**src/rtl/wb_irq_dispatcher.sv**
```systemverilog
// Wishbone interrupt dispatcher: reads the controller status, masks the lowest
// pending source, presents it to a consumer and re-enables it once serviced.
module wb_irq_dispatcher #(
    parameter int unsigned WB_DWIDTH  = 32,
    parameter int unsigned WB_SWIDTH  = 4,
    parameter logic [31:0] IC_BASE    = 32'h1400_0000,
    parameter logic [15:0] STATUS_OFS = 16'h0000,
    parameter logic [15:0] ENSET_OFS  = 16'h0008,
    parameter logic [15:0] ENCLR_OFS  = 16'h000C
) (
    input  logic                 i_clk,
    input  logic                 i_rst_n,
    input  logic                 i_irq,
    output logic [31:0]          o_wb_adr,
    output logic [WB_SWIDTH-1:0] o_wb_sel,
    output logic                 o_wb_we,
    output logic [WB_DWIDTH-1:0] o_wb_dat,
    input  logic [WB_DWIDTH-1:0] i_wb_dat,
    output logic                 o_wb_cyc,
    output logic                 o_wb_stb,
    input  logic                 i_wb_ack,
    input  logic                 i_wb_err,
    output logic [4:0]           o_vec,
    output logic                 o_vec_valid,
    input  logic                 i_vec_ready,
    input  logic                 i_done,
    output logic                 o_busy,
    output logic [7:0]           o_spurious_cnt
);

    localparam int unsigned NLANES    = WB_DWIDTH / 32;
    localparam logic [31:0] ADR_STAT  = IC_BASE + {16'h0000, STATUS_OFS};
    localparam logic [31:0] ADR_SET   = IC_BASE + {16'h0000, ENSET_OFS};
    localparam logic [31:0] ADR_CLR   = IC_BASE + {16'h0000, ENCLR_OFS};
    localparam int unsigned LANE_STAT = (NLANES == 1) ? 0 : 32'(ADR_STAT[3:2]);

    typedef enum logic [2:0] {
        IDLE,
        RD_STAT,
        DECODE,
        WR_CLR,
        PRESENT,
        WAIT_DONE,
        WR_SET
    } state_t;

    state_t      state;
    logic        bus_q;
    logic [31:0] status_q;
    logic [4:0]  vec_q;
    logic [4:0]  low_idx;
    logic        unused_rd;

    // Byte selects for the 32-bit lane addressed by adr[3:2] on wide buses.
    function automatic logic [WB_SWIDTH-1:0] lane_sel(input logic [1:0] lane);
        if (NLANES == 1) return '1;
        return WB_SWIDTH'(4'hF) << {lane, 2'b00};
    endfunction

    assign o_wb_cyc  = bus_q;
    assign o_wb_stb  = bus_q;
    assign unused_rd = ^i_wb_dat;

    // Lowest-numbered pending source has priority.
    always_comb begin
        low_idx = 5'd0;
        for (int i = 31; i >= 0; i--) begin
            if (status_q[i]) low_idx = 5'(i);
        end
    end

    always_ff @(posedge i_clk or negedge i_rst_n) begin
        if (!i_rst_n) begin
            state          <= IDLE;
            bus_q          <= 1'b0;
            o_wb_we        <= 1'b0;
            o_wb_adr       <= '0;
            o_wb_sel       <= '0;
            o_wb_dat       <= '0;
            o_vec          <= '0;
            o_vec_valid    <= 1'b0;
            o_busy         <= 1'b0;
            o_spurious_cnt <= '0;
            status_q       <= '0;
            vec_q          <= '0;
        end else begin
            case (state)
                IDLE: begin
                    if (i_irq) begin
                        state    <= RD_STAT;
                        o_busy   <= 1'b1;
                        bus_q    <= 1'b1;
                        o_wb_we  <= 1'b0;
                        o_wb_adr <= ADR_STAT;
                        o_wb_sel <= lane_sel(ADR_STAT[3:2]);
                    end
                end
                RD_STAT: begin
                    if (i_wb_err) begin
                        state  <= IDLE;
                        bus_q  <= 1'b0;
                        o_busy <= 1'b0;
                    end else if (i_wb_ack) begin
                        state    <= DECODE;
                        bus_q    <= 1'b0;
                        status_q <= i_wb_dat[32*LANE_STAT +: 32];
                    end
                end
                DECODE: begin
                    if (status_q == '0) begin
                        state  <= IDLE;
                        o_busy <= 1'b0;
                        if (o_spurious_cnt != 8'hFF) o_spurious_cnt <= o_spurious_cnt + 8'd1;
                    end else begin
                        state    <= WR_CLR;
                        vec_q    <= low_idx;
                        bus_q    <= 1'b1;
                        o_wb_we  <= 1'b1;
                        o_wb_adr <= ADR_CLR;
                        o_wb_sel <= lane_sel(ADR_CLR[3:2]);
                        o_wb_dat <= {NLANES{32'd1 << low_idx}};
                    end
                end
                WR_CLR: begin
                    if (i_wb_err) begin
                        state   <= IDLE;
                        bus_q   <= 1'b0;
                        o_wb_we <= 1'b0;
                        o_busy  <= 1'b0;
                    end else if (i_wb_ack) begin
                        state       <= PRESENT;
                        bus_q       <= 1'b0;
                        o_wb_we     <= 1'b0;
                        o_vec       <= vec_q;
                        o_vec_valid <= 1'b1;
                    end
                end
                PRESENT: begin
                    if (i_vec_ready) begin
                        state       <= WAIT_DONE;
                        o_vec_valid <= 1'b0;
                    end
                end
                WAIT_DONE: begin
                    if (i_done) begin
                        state    <= WR_SET;
                        bus_q    <= 1'b1;
                        o_wb_we  <= 1'b1;
                        o_wb_adr <= ADR_SET;
                        o_wb_sel <= lane_sel(ADR_SET[3:2]);
                        o_wb_dat <= {NLANES{32'd1 << vec_q}};
                    end
                end
                WR_SET: begin
                    if (i_wb_err || i_wb_ack) begin
                        state   <= IDLE;
                        bus_q   <= 1'b0;
                        o_wb_we <= 1'b0;
                        o_busy  <= 1'b0;
                    end
                end
                default: begin
                    state       <= IDLE;
                    bus_q       <= 1'b0;
                    o_wb_we     <= 1'b0;
                    o_vec_valid <= 1'b0;
                    o_busy      <= 1'b0;
                end
            endcase
        end
    end

endmodule

```
**config.mk**
```make
export PLATFORM = sky130hd
export DESIGN_NAME = wb_irq_dispatcher
export DESIGN_NICKNAME = d
export VERILOG_FILES = /design/src/rtl/wb_irq_dispatcher.sv
export SDC_FILE = /design/constraint.sdc
export NUM_CORES = 1
export LEC_CHECK = 0
export ABC_AREA = 1
export BUFFER_PORTS_ARGS = -buffer_cell sky130_fd_sc_hd__buf_4
export CORE_MARGIN = 5
export CORE_UTILIZATION = 40
export CTS_CLUSTER_SIZE = 14
export DETAILED_ROUTE_END_ITERATION = 8
export MAX_ROUTING_LAYER = met4
export PLACE_DENSITY = 0.66
export REMOVE_ABC_BUFFERS = 1
export SLEW_MARGIN = 15
export SYNTH_ARGS = -nofsm -noshare
export SYNTH_HDL_FRONTEND = slang
export SYNTH_SLANG_ARGS = --single-unit
```
**constraint.sdc**
```tcl
create_clock -name i_clk -period 6.39 [get_ports i_clk]
set_input_delay 0.3195 -clock i_clk [delete_from_list [all_inputs] [get_ports i_clk]]
set_output_delay 0.3195 -clock i_clk [all_outputs]
set_load 0.01 [all_outputs]
```
==> results.sh <==
export IMPL_status="finished, final reports clean"
export IMPL_track_usage_pct=15.5
export IMPL_die_h_um=117
export IMPL_rows=39
export IMPL_synth_top_area_cell="dfrtp_1"
export IMPL_fin_crit_ns=2.69
export IMPL_drc_errors=0
export IMPL_start_util_pct=40.3
export IMPL_synth_warnings=0
export IMPL_routedWlPerCell_um=12.8
export IMPL_area_growth_pct=22.8
export IMPL_grt_pass1_wl_um=16500
export IMPL_gp_congestion=0.850
export IMPL_min_path_type="in -> reg"
export IMPL_p_sw_mw=0.820
export IMPL_synth_top_area_share_pct=50.7
export IMPL_vdd_drop_max_uv=153
export IMPL_multiInputGateArea_um2=1730
export IMPL_antennaDiodeCount=0
export IMPL_netlist_area_um2=4540
export IMPL_grt_pass1_vias=3533
export IMPL_dp_cells=774
export IMPL_htree_levels=3
export IMPL_cts_clk_slew_worst_paths_ns=0.06
export IMPL_power_density_nw_per_um2=392
export IMPL_cts_hold_buf=1
export IMPL_fin_crit_sh_pct=42.2
export IMPL_nFillCells=1075
export IMPL_wl_met1_um=4710
export IMPL_tritoncts="built"
export IMPL_yosysMostFrequentCell="nand2_1"
export IMPL_swShare_pct=37.5
export IMPL_async_flop_share_pct=100
export IMPL_hold_ws_ns=0.222
export IMPL_die_area_um2=13600
export IMPL_rsz0062_at_grt="no"
export IMPL_crit_family="simple AND/OR/NAND/NOR gates"
export IMPL_drtIter0Drc=228
export IMPL_total_power_mw=2.19
export IMPL_dr_wl_met2_um=4510
export IMPL_clock_path_buffers=2
export IMPL_route_met3_wl_um=704
export IMPL_synth_ff_type="dfrtp_1"
export IMPL_synthTopCellsByArea="dfrtp_1, nand2_1, inv_1"
export IMPL_worst_slew_pin_transition_ns=1.03
export IMPL_crit_required_ns=6.61
export IMPL_root_buffer="clkbuf_16"
export IMPL_slew_viol_final=0
export IMPL_postCtsSetupBuffers=0
export IMPL_maxCapViolations=0
export IMPL_setup_tns_final_ns=0
export IMPL_dpl_hpwl_um=7420
export IMPL_routed_wl_um=10100
export IMPL_path_class="reg -> reg"
export IMPL_placedInstanceArea_um2=5260
export IMPL_cp_cell_sequence="nor4_1 -> nand2_1 -> nor3_1 -> inv_1 -> nor2_1 -> nand2_1 -> a31oi_1 -> nand4_1 -> nor2_1 -> nand3_1 -> xnor2_1"
export IMPL_crit_arrival_ns=2.91
export IMPL_dieWidth_um=117
export IMPL_fin_nets=683
export IMPL_ys_seq_area_share_pct=50.7
export IMPL_relSlewSlack_pct=31.4
export IMPL_sequentialPowerShare_pct=39.0
export IMPL_coreArea_um2=11300
export IMPL_synth_cell_types=34
export IMPL_combPwrFrac_pct=36.2
export IMPL_antenna_found_initial=0
export IMPL_antenna_left=0
export IMPL_cp_max_fo=6
export IMPL_cp_slowest_cell="a31oi_1"
export IMPL_layout_drive_gt1_share_pct=20.2
export IMPL_cts_made_buffers=9
export IMPL_stdcell_count=790
export IMPL_syn_inst=552
export IMPL_skew_ns=0.00726
export IMPL_pin_count=125
export IMPL_vias=3670
export IMPL_setup_viol=0
export IMPL_seq_area_um2=2300
export IMPL_synth_area_per_cell_um2=8.23
export IMPL_drt_vias_per_instance=4.65
export IMPL_cts_repair_resized=0
export IMPL_fin_area_um2=5580
export IMPL_hold_violations=0
export IMPL_yosys_top_cells_count="nand2_1, dfrtp_1, inv_1"
export IMPL_synth_seq_cells=92
export IMPL_port_buffers=96
export IMPL_max_freq_mhz=371
export IMPL_overflow=0
export IMPL_routed_top_layer="met4"
export IMPL_p_clk_share_pct=24.8
export IMPL_grt_start_max_net_pins=92
export IMPL_crit_buf_inv=1
export IMPL_end_kind="register"
export IMPL_p_leak_nw=3.06
export IMPL_drt_first_pass_iters=4
export IMPL_synth_edf_count=0
export IMPL_p_int_mw=1.37
export IMPL_start_kind="register"
export IMPL_clkLatencyLatePin_ns=0.33
export IMPL_critPathMaxStageDelay_ns=0.47
export IMPL_cts_sinks=92
[worst reg2reg max path: cells and delay by family (launching register included)]
kind            cells  cell delay [ns]
compound gates      1             0.47
buf+inv             1             0.07
simple gates        8             1.51
flops               1             0.39
xor+xnor            1             0.14
[layer usage]
| metal | vias up | track usage (%) |
|---|---|---|
| met5 | - | - |
| met2 | 120 | 23.6 |
| met3 | 17 | 3.47 |
| met1 | 1666 | 20.9 |
| met4 | 0 | 4.66 |
| li1 | 1867 | - |
[flip-flops by register name (all words and copies together) (netlist names)]
register        cells
o_wb_cyc            1
o_spurious_cnt      8
o_wb_sel            1
o_vec               5
vec_q               5
o_wb_dat           32
o_wb_adr            2
o_busy              1
status_q           32
state               3
o_wb_we             1
o_vec_valid         1
[layout by cell type, fill, tap and decap left out, types with 3 or more instances in the layout]
cell type / Yosys / layout
a21oi_1: 34 / 34
buf_4: 34 / 99
clkbuf_16: 0 / 9
clkbuf_8: 0 / 3
conb_1: 1 / 28
dfrtp_1: 92 / 92
inv_1: 77 / 77
mux2_2: 6 / 6
nand2_1: 125 / 124
nand3_1: 5 / 5
nand4_1: 28 / 28
nor2_1: 69 / 69
nor4_1: 3 / 3
o21ai_0: 16 / 15
o21bai_1: 17 / 17
o22ai_1: 3 / 3
xnor2_1: 5 / 5
[path summary, 6_finish.rpt]
| path | start | to | slack (ns) | cells after the start |
|---|---|---|---|---|
| max in group asynchronous | i_rst_n | status_q[27] | 5.12 | 3 |
| min | i_wb_dat[31] | status_q[31] | 0.22 | 2 |
| max | status_q[27] | o_spurious_cnt[7] | 3.70 | 11 |
| min in group asynchronous | i_rst_n | o_wb_sel[2] | 0.31 | 2 |
| max reg2reg | status_q[27] | o_spurious_cnt[7] | 3.70 | 11 |
| min reg2reg | o_wb_dat[30] | o_wb_dat[30] | 0.48 | 2 |
[cells by family after synthesis]
| logic type | after synthesis | synth area share, % |
|---|---|---|
| buffers and inverters | 127 | 13.5 |
| DFF | 92 | 50.7 |
| muxes | 6 | 1.49 |
| xor gates and xnor gates | 7 | 1.35 |
| other | 1 | 0.0825 |
| adders and majority gates | 1 | 0.275 |
| AOI/OAI and AO/OA | 78 | 10.0 |
| and+or+nand+nor | 240 | 22.6 |
[power groups by stage]
| stage | logic [mW] | clock network, mW | registers, mW |
|---|---|---|---|
| after global routing | 0.900 | 0.582 | 0.874 |
| after global placement | 0.768 | 0 | 0.854 |
| after floorplan | 0.503 | 0 | 0.864 |
| after detailed placement | 0.791 | 0 | 0.863 |
| after CTS | 0.795 | 0.560 | 0.853 |
| final | 0.790 | 0.542 | 0.853 |
[final cells by class]
type                            count  share of cell area (%)
Multi-Input combinational cell    360                    31.1
Timing Repair Buffer              101                    13.7
Tap cell                          143                    3.21
Clock buffer                       14                    4.91
Clock inverter                      1                   0.538
Inverter                           79                    5.31
Sequential cell                    92                    41.3
[metrics by stage]
step | setup WS [ns] | utilization, %
global placement | 3.74 | 46.7
CTS | 3.69 | 49.5
floorplan | 3.00 | -
detailed placement | 3.70 | 46.7
finish | 3.70 | 49.5
global route | 3.27 | 49.5
Power figures use the tool's default switching activity.
